File: src/rtl/pipeline_sequencer_if.sv
// Handshake bundle between the ID-stage decode/command source and the pipeline sequencer.
// The master drives commands and decoded fields; the sequencer (slave) returns stage enables.
interface pipeline_sequencer_if;
    logic       cmd_valid;
    logic [1:0] cmd;
    logic [5:0] id_opcode;
    logic [4:0] id_rs;
    logic [4:0] id_rt;
    logic       ex_mem_read;
    logic [4:0] ex_rt;
    logic       pipe_en;
    logic       pc_en;
    logic       ifid_en;
    logic       idex_flush;

    modport master (
        output cmd_valid, cmd, id_opcode, id_rs, id_rt, ex_mem_read, ex_rt,
        input  pipe_en, pc_en, ifid_en, idex_flush
    );

    modport slave (
        input  cmd_valid, cmd, id_opcode, id_rs, id_rt, ex_mem_read, ex_rt,
        output pipe_en, pc_en, ifid_en, idex_flush
    );
endinterface

File: src/rtl/pipeline_sequencer.sv
// Run-control and hazard sequencer for a 5-stage MIPS pipeline: run/step/stop commands,
// load-use stall bubbles, and an orderly fixed-length drain after a HALT reaches ID.
module pipeline_sequencer #(
    parameter logic [5:0]  HALT_OPCODE  = 6'h3F,
    parameter int unsigned DRAIN_CYCLES = 4,
    parameter int unsigned CNT_W        = 32
) (
    input  logic                 clk,
    input  logic                 rst,
    pipeline_sequencer_if.slave  bus,
    output logic [2:0]           state,
    output logic [CNT_W-1:0]     cycle_count,
    output logic                 done
);

    localparam logic [2:0] StIdle  = 3'd0;
    localparam logic [2:0] StRun   = 3'd1;
    localparam logic [2:0] StStep  = 3'd2;
    localparam logic [2:0] StDrain = 3'd3;
    localparam logic [2:0] StDone  = 3'd4;

    localparam logic [1:0] CmdRun  = 2'b01;
    localparam logic [1:0] CmdStep = 2'b10;
    localparam logic [1:0] CmdStop = 2'b11;

    localparam int unsigned DrainW = $clog2(DRAIN_CYCLES) + 1;
    localparam logic [DrainW-1:0] DrainLast = DrainW'(DRAIN_CYCLES - 1);

    logic [2:0]        state_q, state_d;
    logic [DrainW-1:0] drain_cnt_q, drain_cnt_d;
    logic [CNT_W-1:0]  cycle_count_q, cycle_count_d;

    logic halt_id;
    logic stall;
    logic issuing;
    logic enabled;
    logic in_drain;

    always_comb begin
        halt_id  = (bus.id_opcode == HALT_OPCODE);
        stall    = bus.ex_mem_read & (bus.ex_rt != 5'd0) &
                   ((bus.ex_rt == bus.id_rs) | (bus.ex_rt == bus.id_rt));
        issuing  = (state_q == StRun) | (state_q == StStep);
        in_drain = (state_q == StDrain);
        enabled  = issuing | in_drain;
    end

    // Outputs are forced low while rst is held so nothing advances during the reset cycle.
    assign bus.pipe_en    = enabled & ~rst;
    assign bus.pc_en      = issuing & ~stall & ~halt_id & ~rst;
    assign bus.ifid_en    = issuing & ~stall & ~halt_id & ~rst;
    assign bus.idex_flush = ((issuing & (stall | halt_id)) | in_drain) & ~rst;
    assign state          = rst ? StIdle : state_q;
    assign cycle_count    = rst ? '0 : cycle_count_q;
    assign done           = (state_q == StDone) & ~rst;

    always_comb begin
        state_d       = state_q;
        drain_cnt_d   = drain_cnt_q;
        cycle_count_d = cycle_count_q + CNT_W'(enabled);
        case (state_q)
            StIdle: begin
                if (bus.cmd_valid && bus.cmd == CmdRun) begin
                    state_d = StRun;
                end else if (bus.cmd_valid && bus.cmd == CmdStep) begin
                    state_d = StStep;
                end
            end
            StRun: begin
                // STOP wins over a HALT decoded in the same cycle.
                if (bus.cmd_valid && bus.cmd == CmdStop) begin
                    state_d = StIdle;
                end else if (halt_id && !stall) begin
                    state_d     = StDrain;
                    drain_cnt_d = '0;
                end
            end
            StStep: begin
                if (halt_id && !stall) begin
                    state_d     = StDrain;
                    drain_cnt_d = '0;
                end else begin
                    state_d = StIdle;
                end
            end
            StDrain: begin
                drain_cnt_d = drain_cnt_q + DrainW'(1);
                if (drain_cnt_q == DrainLast) begin
                    state_d = StDone;
                end
            end
            StDone:  state_d = StDone;
            default: state_d = StIdle;
        endcase
    end

    always_ff @(posedge clk) begin
        if (rst) begin
            state_q       <= StIdle;
            drain_cnt_q   <= '0;
            cycle_count_q <= '0;
        end else begin
            state_q       <= state_d;
            drain_cnt_q   <= drain_cnt_d;
            cycle_count_q <= cycle_count_d;
        end
    end

endmodule

File: src/flat_wrapper.sv
// flat-port wrapper written by rule: the top's interface ports become plain ports
module pipeline_sequencer_flat 
#(
    parameter logic [5:0]  HALT_OPCODE  = 6'h3F,
    parameter int unsigned DRAIN_CYCLES = 4,
    parameter int unsigned CNT_W        = 32
)
  (clk, rst, state, cycle_count, done, bus_cmd_valid, bus_cmd, bus_id_opcode, bus_id_rs, bus_id_rt, bus_ex_mem_read, bus_ex_rt, bus_pipe_en, bus_pc_en, bus_ifid_en, bus_idex_flush);
  pipeline_sequencer_if bus_i ();
  input  logic clk;
  input  logic rst;
  output logic [2:0] state;
  output logic [CNT_W-1:0] cycle_count;
  output logic done;
  input wire logic [$bits(bus_i.cmd_valid)-1:0] bus_cmd_valid;
  input wire logic [$bits(bus_i.cmd)-1:0] bus_cmd;
  input wire logic [$bits(bus_i.id_opcode)-1:0] bus_id_opcode;
  input wire logic [$bits(bus_i.id_rs)-1:0] bus_id_rs;
  input wire logic [$bits(bus_i.id_rt)-1:0] bus_id_rt;
  input wire logic [$bits(bus_i.ex_mem_read)-1:0] bus_ex_mem_read;
  input wire logic [$bits(bus_i.ex_rt)-1:0] bus_ex_rt;
  output wire logic [$bits(bus_i.pipe_en)-1:0] bus_pipe_en;
  output wire logic [$bits(bus_i.pc_en)-1:0] bus_pc_en;
  output wire logic [$bits(bus_i.ifid_en)-1:0] bus_ifid_en;
  output wire logic [$bits(bus_i.idex_flush)-1:0] bus_idex_flush;
  assign bus_i.cmd_valid = bus_cmd_valid;
  assign bus_i.cmd = bus_cmd;
  assign bus_i.id_opcode = bus_id_opcode;
  assign bus_i.id_rs = bus_id_rs;
  assign bus_i.id_rt = bus_id_rt;
  assign bus_i.ex_mem_read = bus_ex_mem_read;
  assign bus_i.ex_rt = bus_ex_rt;
  assign bus_pipe_en = bus_i.pipe_en;
  assign bus_pc_en = bus_i.pc_en;
  assign bus_ifid_en = bus_i.ifid_en;
  assign bus_idex_flush = bus_i.idex_flush;
  pipeline_sequencer #(.HALT_OPCODE(HALT_OPCODE), .DRAIN_CYCLES(DRAIN_CYCLES), .CNT_W(CNT_W)) u_core (.clk(clk), .rst(rst), .bus(bus_i), .state(state), .cycle_count(cycle_count), .done(done));
endmodule
File: config.mk
export PLATFORM = sky130hd
export DESIGN_NAME = pipeline_sequencer_flat
export DESIGN_NICKNAME = d
export VERILOG_FILES = /design/src/rtl/pipeline_sequencer_if.sv /design/src/rtl/pipeline_sequencer.sv /design/src/flat_wrapper.sv
export SDC_FILE = /design/constraint.sdc
export NUM_CORES = 1
export LEC_CHECK = 0
export ABC_AREA = 1
export BUFFER_PORTS_ARGS = -buffer_cell sky130_fd_sc_hd__buf_2
export CAP_MARGIN = 10
export CORE_MARGIN = 4
export CORE_UTILIZATION = 40
export CTS_CLUSTER_DIAMETER = 60
export CTS_CLUSTER_SIZE = 25
export DETAILED_ROUTE_END_ITERATION = 12
export GPL_TIMING_DRIVEN = 0
export HOLD_SLACK_MARGIN = 0.05
export PLACE_DENSITY = 0.61
export SETUP_SLACK_MARGIN = 0.3
export SYNTH_ARGS = -nofsm -noshare
export SYNTH_HDL_FRONTEND = slang
export SYNTH_SLANG_ARGS = --single-unit
File: constraint.sdc
create_clock -name clk -period 2.25 [get_ports clk]
set_clock_uncertainty 0.05 [all_clocks]
set_input_delay 0.45 -clock clk [delete_from_list [all_inputs] [get_ports clk]]
set_output_delay 0.45 -clock clk [all_outputs]
set_load 0.02 [all_outputs]
# After elaboration in Yosys (flattened, before gate mapping)
# Cells that the tools add are included.
# W data, S select, Z words.
# totals
output_inout_bits	40
word_cells	59
regBits	38
# op_classes
reduce_logical	10
n_addsub	2
bitwise	17
n_eq_ne	15
n_mux	12
# op_table
operator	n
$add A32 B1 Y32	1
$mux W32	1
$mux W3	8
$pmux W3 S5	1
$eq A5 B5 Y1	2
$and A1 B1 Y1	9
$eq A3 B2 Y1 const B	3
$pmux W3 S3	1
$eq A6 B6 Y1 const B	1
$or A1 B1 Y1	5
$reduce_bool A5 Y1	1
$eq A2 B2 Y1 const B	2
$logic_and A1 B1 Y1	4
$ne A2 B2 Y1 const B	2
$add A3 B1 Y3 const B	1
$eq A3 B1 Y1 const B	1
$eq A3 B3 Y1 const B	1
$logic_not A3 Y1	1
$ne A3 B1 Y1 const B	1
$ne A3 B3 Y1 const B	1
$not A1 Y1	3
$reduce_and A3 Y1	1
$reduce_bool A3 Y1	1
$eq A2 B1 Y1 const B	1
3 further kinds	3

# Depth between registers and ports, before layout
# depth
word_depth	8
mapped_depth	13
mapped_depth_nobuf	13

# Worst setup path after synthesis
# No wires, ideal clock.
# synth_path
kind	input port to output port
start	in rst
end	out bus_pc_en
n_path_buf	3
arrival_time_ps	1527
path_stages	6
required_ps	1750
setup_slack_ps	223
path_cell_list	clkbuf_1 inv_1 clkbuf_1 nand2_1 nor2_1 buf_4
# synth_via
elab_chain_len	2
# synth_rtl
item	line	source
start, declared	flat_wrapper.sv:11	input logic rst;
$not A1 Y1	--	
$and A1 B1 Y1	--	
end, declared	flat_wrapper.sv:23	output wire logic [$bits(bus_i.pc_en)-1:0] bus_pc_en;
# Every way passes these cells.

# Worst setup path after layout
# layout_path
start	reg u_core.state_q[1]
end	out bus_pc_en
# layout_via
elab_chain_len	5
word_cells_on_any_way	6
cone_classes	eq/ne: 2; bitwise: 4
# layout_rtl
item	line	source
start, declared	pipeline_sequencer.sv:29	logic [2:0] state_q, state_d;
start signal, assigned	pipeline_sequencer.sv:99	state_q <= StIdle;
start signal, assigned	pipeline_sequencer.sv:103	state_q <= state_d;
$eq A3 B1 Y1 / $eq A3 B2 Y1 (equally long branches)	pipeline_sequencer.sv:43	issuing = (state_q == StRun) | (state_q == StStep);
$or A1 B1 Y1 *	pipeline_sequencer.sv:43	
$and A1 B1 Y1 * (3 in a row)	pipeline_sequencer.sv:50	assign bus.pc_en = issuing & ~stall & ~halt_id & ~rst;
# Every way passes the cells marked *; elsewhere a longest branch is shown, timed or not.

==> impl_results.md <==
- Period utilization: 85.5%
- Grt ovf: 0
- Power density over the cells: 529 nW/um^2
- Port Buffers: 65
- Final hold slack: 0.416 ns
- DP HPWL: 5.72 mm
- Part of the power in registers: 39.4%
- Rel. slew slack: 72.1%
- Net Switching: 494 uW
- Max Freq: 520 MHz
- Crit path arrival time: 1.42 ns
- Final Max Tran Viols: 0
- Final Critical Period: 1.92 ns
- Area Growth Syn to Fin: 34.6%
- CTS Sinks: 38
- GP Congestion: 0.861
- Final hold vios: 0
- DP Worst Slack: -0.142 ns
- Number of diodes: 0
- # rows: 28
- Starting Density: 42.1%
- Initial antenna violation count: 0
- Top post-synthesis cells by area: dfxtp_1, nand2_1, nor2_1, inv_1, a21oi_1
- Most common cell after layout, fill and taps aside: nand2_1
- Initial drt markers: 112
- Ys Warns: 0
- CP Capture Type: output pin
- Clock power share: 40.2%
- VDD IR max: 0.264 mV
- CP Launch Type: register
- Gate Count Post-Synth: 420
- Area share of the largest cell type after synthesis: 29.8%
- Num CTS Buffers: 5
- Syn avg cell area: 6.07 um^2
- CTS tree: done
- Vias in the first global route: 2,675
- Vias/cell: 4.88
- Worst-path maximum fanout: 4
- Final core occ: 56.6%
- Post-synth EDFFs: 0
- Main synth FF type: dfxtp_1
- Critical path class: reg2out
- Synthesized area: 2550 um^2
- Required time worst endpoint: 1.75 ns
- Overall track demand over capacity in global routing: 19.7%
- Syn_nets: 451
- Worst slew pin tran: 0.414 ns
- Register area share after synthesis: 29.8%
- Final WS setup: 0.327 ns
- P_leak: 1.58 nW
- RSZ-0062 raised after global routing: true
- Core ar.: 6060 um^2
- I/O pin count: 67
- Routed WL: 7.25 mm
- Most frequent cells in the layout: nand2_1, nor2_1, buf_2
- Largest net degree at the start of global routing: 13
- Deepest clock path buffer count: 2
- Final routed DRC violation total: 0
- Die Wd: 87.8 um
- Root buffer cell: clkbuf_8
- Die Ht: 87.8 um
- # nets final: 537
- Routed WL per cell: 12.5 um
- Number of routed nets with antenna violations: 0
- H-tree lvl count: 2
- DR pass1 iterations: 5
- Sw frac: 27.2%
- Area leader, netlist: dfxtp_1
- Status: completed
- Ys async rst share: 0%
- Clk_lat worst skew: 0.30 ns
- Cell Int Power: 1.32 mW
- DR vias: 2,842
- Cell variety after synth: 34
- Power Total: 1.81 mW
- # setup viols final: 0
- Max cap viols: 0
- Filler Cell Count: 625
- Yosys reg bits: 38
- Type of the tightest min-delay check: reg2reg
- Layout cell share with drive strength beyond 1: 30.8%
- Combinational Power Share: 20.4%
- Worst-path clk slew: 0.07 ns
- DIE AREA: 7710 um^2
- First-pass GRT wire length: 12.0 mm
critical path: stages, from the launching register on:
cell     delay (ns)
dfxtp_2        0.36
buf_4          0.13
nand2_2        0.07
o21ai_2        0.18
nand2_1        0.08
nor2_2         0.10
buf_4          0.11
buf_6          0.10
metrics by stage:
stage	std cells	instance area, um^2	TNS [ns]
floorplan	420	2550	0
global placement	560	2970	-1.56
detailed placement	560	2970	-2.01
CTS	576	3250	0
global route	582	3430	0
finish	582	3430	0
state kept, by name, indices dropped and copies added, names as in the netlist:
register and count:
u_core.state_q 3, u_core.drain_cnt_q 3, u_core.cycle_count_q 32
metal layers:
metal	share of wire (%)	vias up	track usage (%)
met4	1.2	0	4.88
met3	5.8	8	3.39
met1	49	1276	27.9
met2	44	63	31.0
li1	-	1495	-
met5	0	-	0
area by class of cell:
cell class	count	area (um^2)	share of cell area (%)
clock buffer	6	82.6	2.41
multi-input combinational	309	1640	47.9
tap	75	93.8	2.74
buffer	10	57.6	1.68
clock inverter	2	60.1	1.75
sequential	38	769	22.4
timing repair buffer	79	480	14.0
inverter	63	241	7.04
Yosys cell counts (3+ instances only):
library cell  number
nor2_1            76
nor3_1            18
nand2_2            3
nand2_1          104
or2_2              5
ha_1               4
nor2_4             4
a21oi_1           25
nand3_1           18
dfxtp_1           38
o21ai_1            3
clkbuf_1           8
inv_1             61
nor2_2             3
nor3_2             4
nand4_1            9
o21ai_0           13
nand3_2            3
path summary, 6_finish.rpt:
path	slack (ns)	from	to	cells after the start
max	0.33	u_core.state_q[1]$_SDFFE_PP0P_	bus_pc_en	7
min	0.42	u_core.drain_cnt_q[0]$_SDFFE_PP0P_	u_core.drain_cnt_q[0]$_SDFFE_PP0P_	1
max reg2reg	0.33	u_core.state_q[0]$_SDFFE_PP0P_	u_core.cycle_count_q[18]$_SDFF_PP0_	12
min reg2reg	0.42	u_core.drain_cnt_q[0]$_SDFFE_PP0P_	u_core.drain_cnt_q[0]$_SDFFE_PP0P_	1
cell families (layout without fill, tap and decap cells):
kind of cell	after synthesis	in the layout	synth area share [%]
and+or+nand+nor	256	256	46.7
adders and majority gates	4	4	1.96
buffers and inverters	73	160	10.9
DFF	38	38	29.8
xor gates and xnor gates	3	3	1.03
AOI/OAI and AO/OA	46	46	9.52
what timing repair did:
action	in CTS	in global routing
buffers inserted	8	6
endpoints found under the setup margin	44	44
hold buffers	0	0
resized for setup	33	46
pin swaps	7	22
power by group through the flow:
| stage | Combinational [mW] | Clock (mW) | Sequential, mW |
|---|---|---|---|
| after floorplan | 0.187 | 0 | 0.719 |
| final | 0.370 | 0.730 | 0.715 |
| after global routing | 0.412 | 0.773 | 0.718 |
| after detailed placement | 0.275 | 0 | 0.723 |
| after global placement | 0.268 | 0 | 0.723 |
| after CTS | 0.311 | 0.742 | 0.706 |
Power figures use the tool's default switching activity.
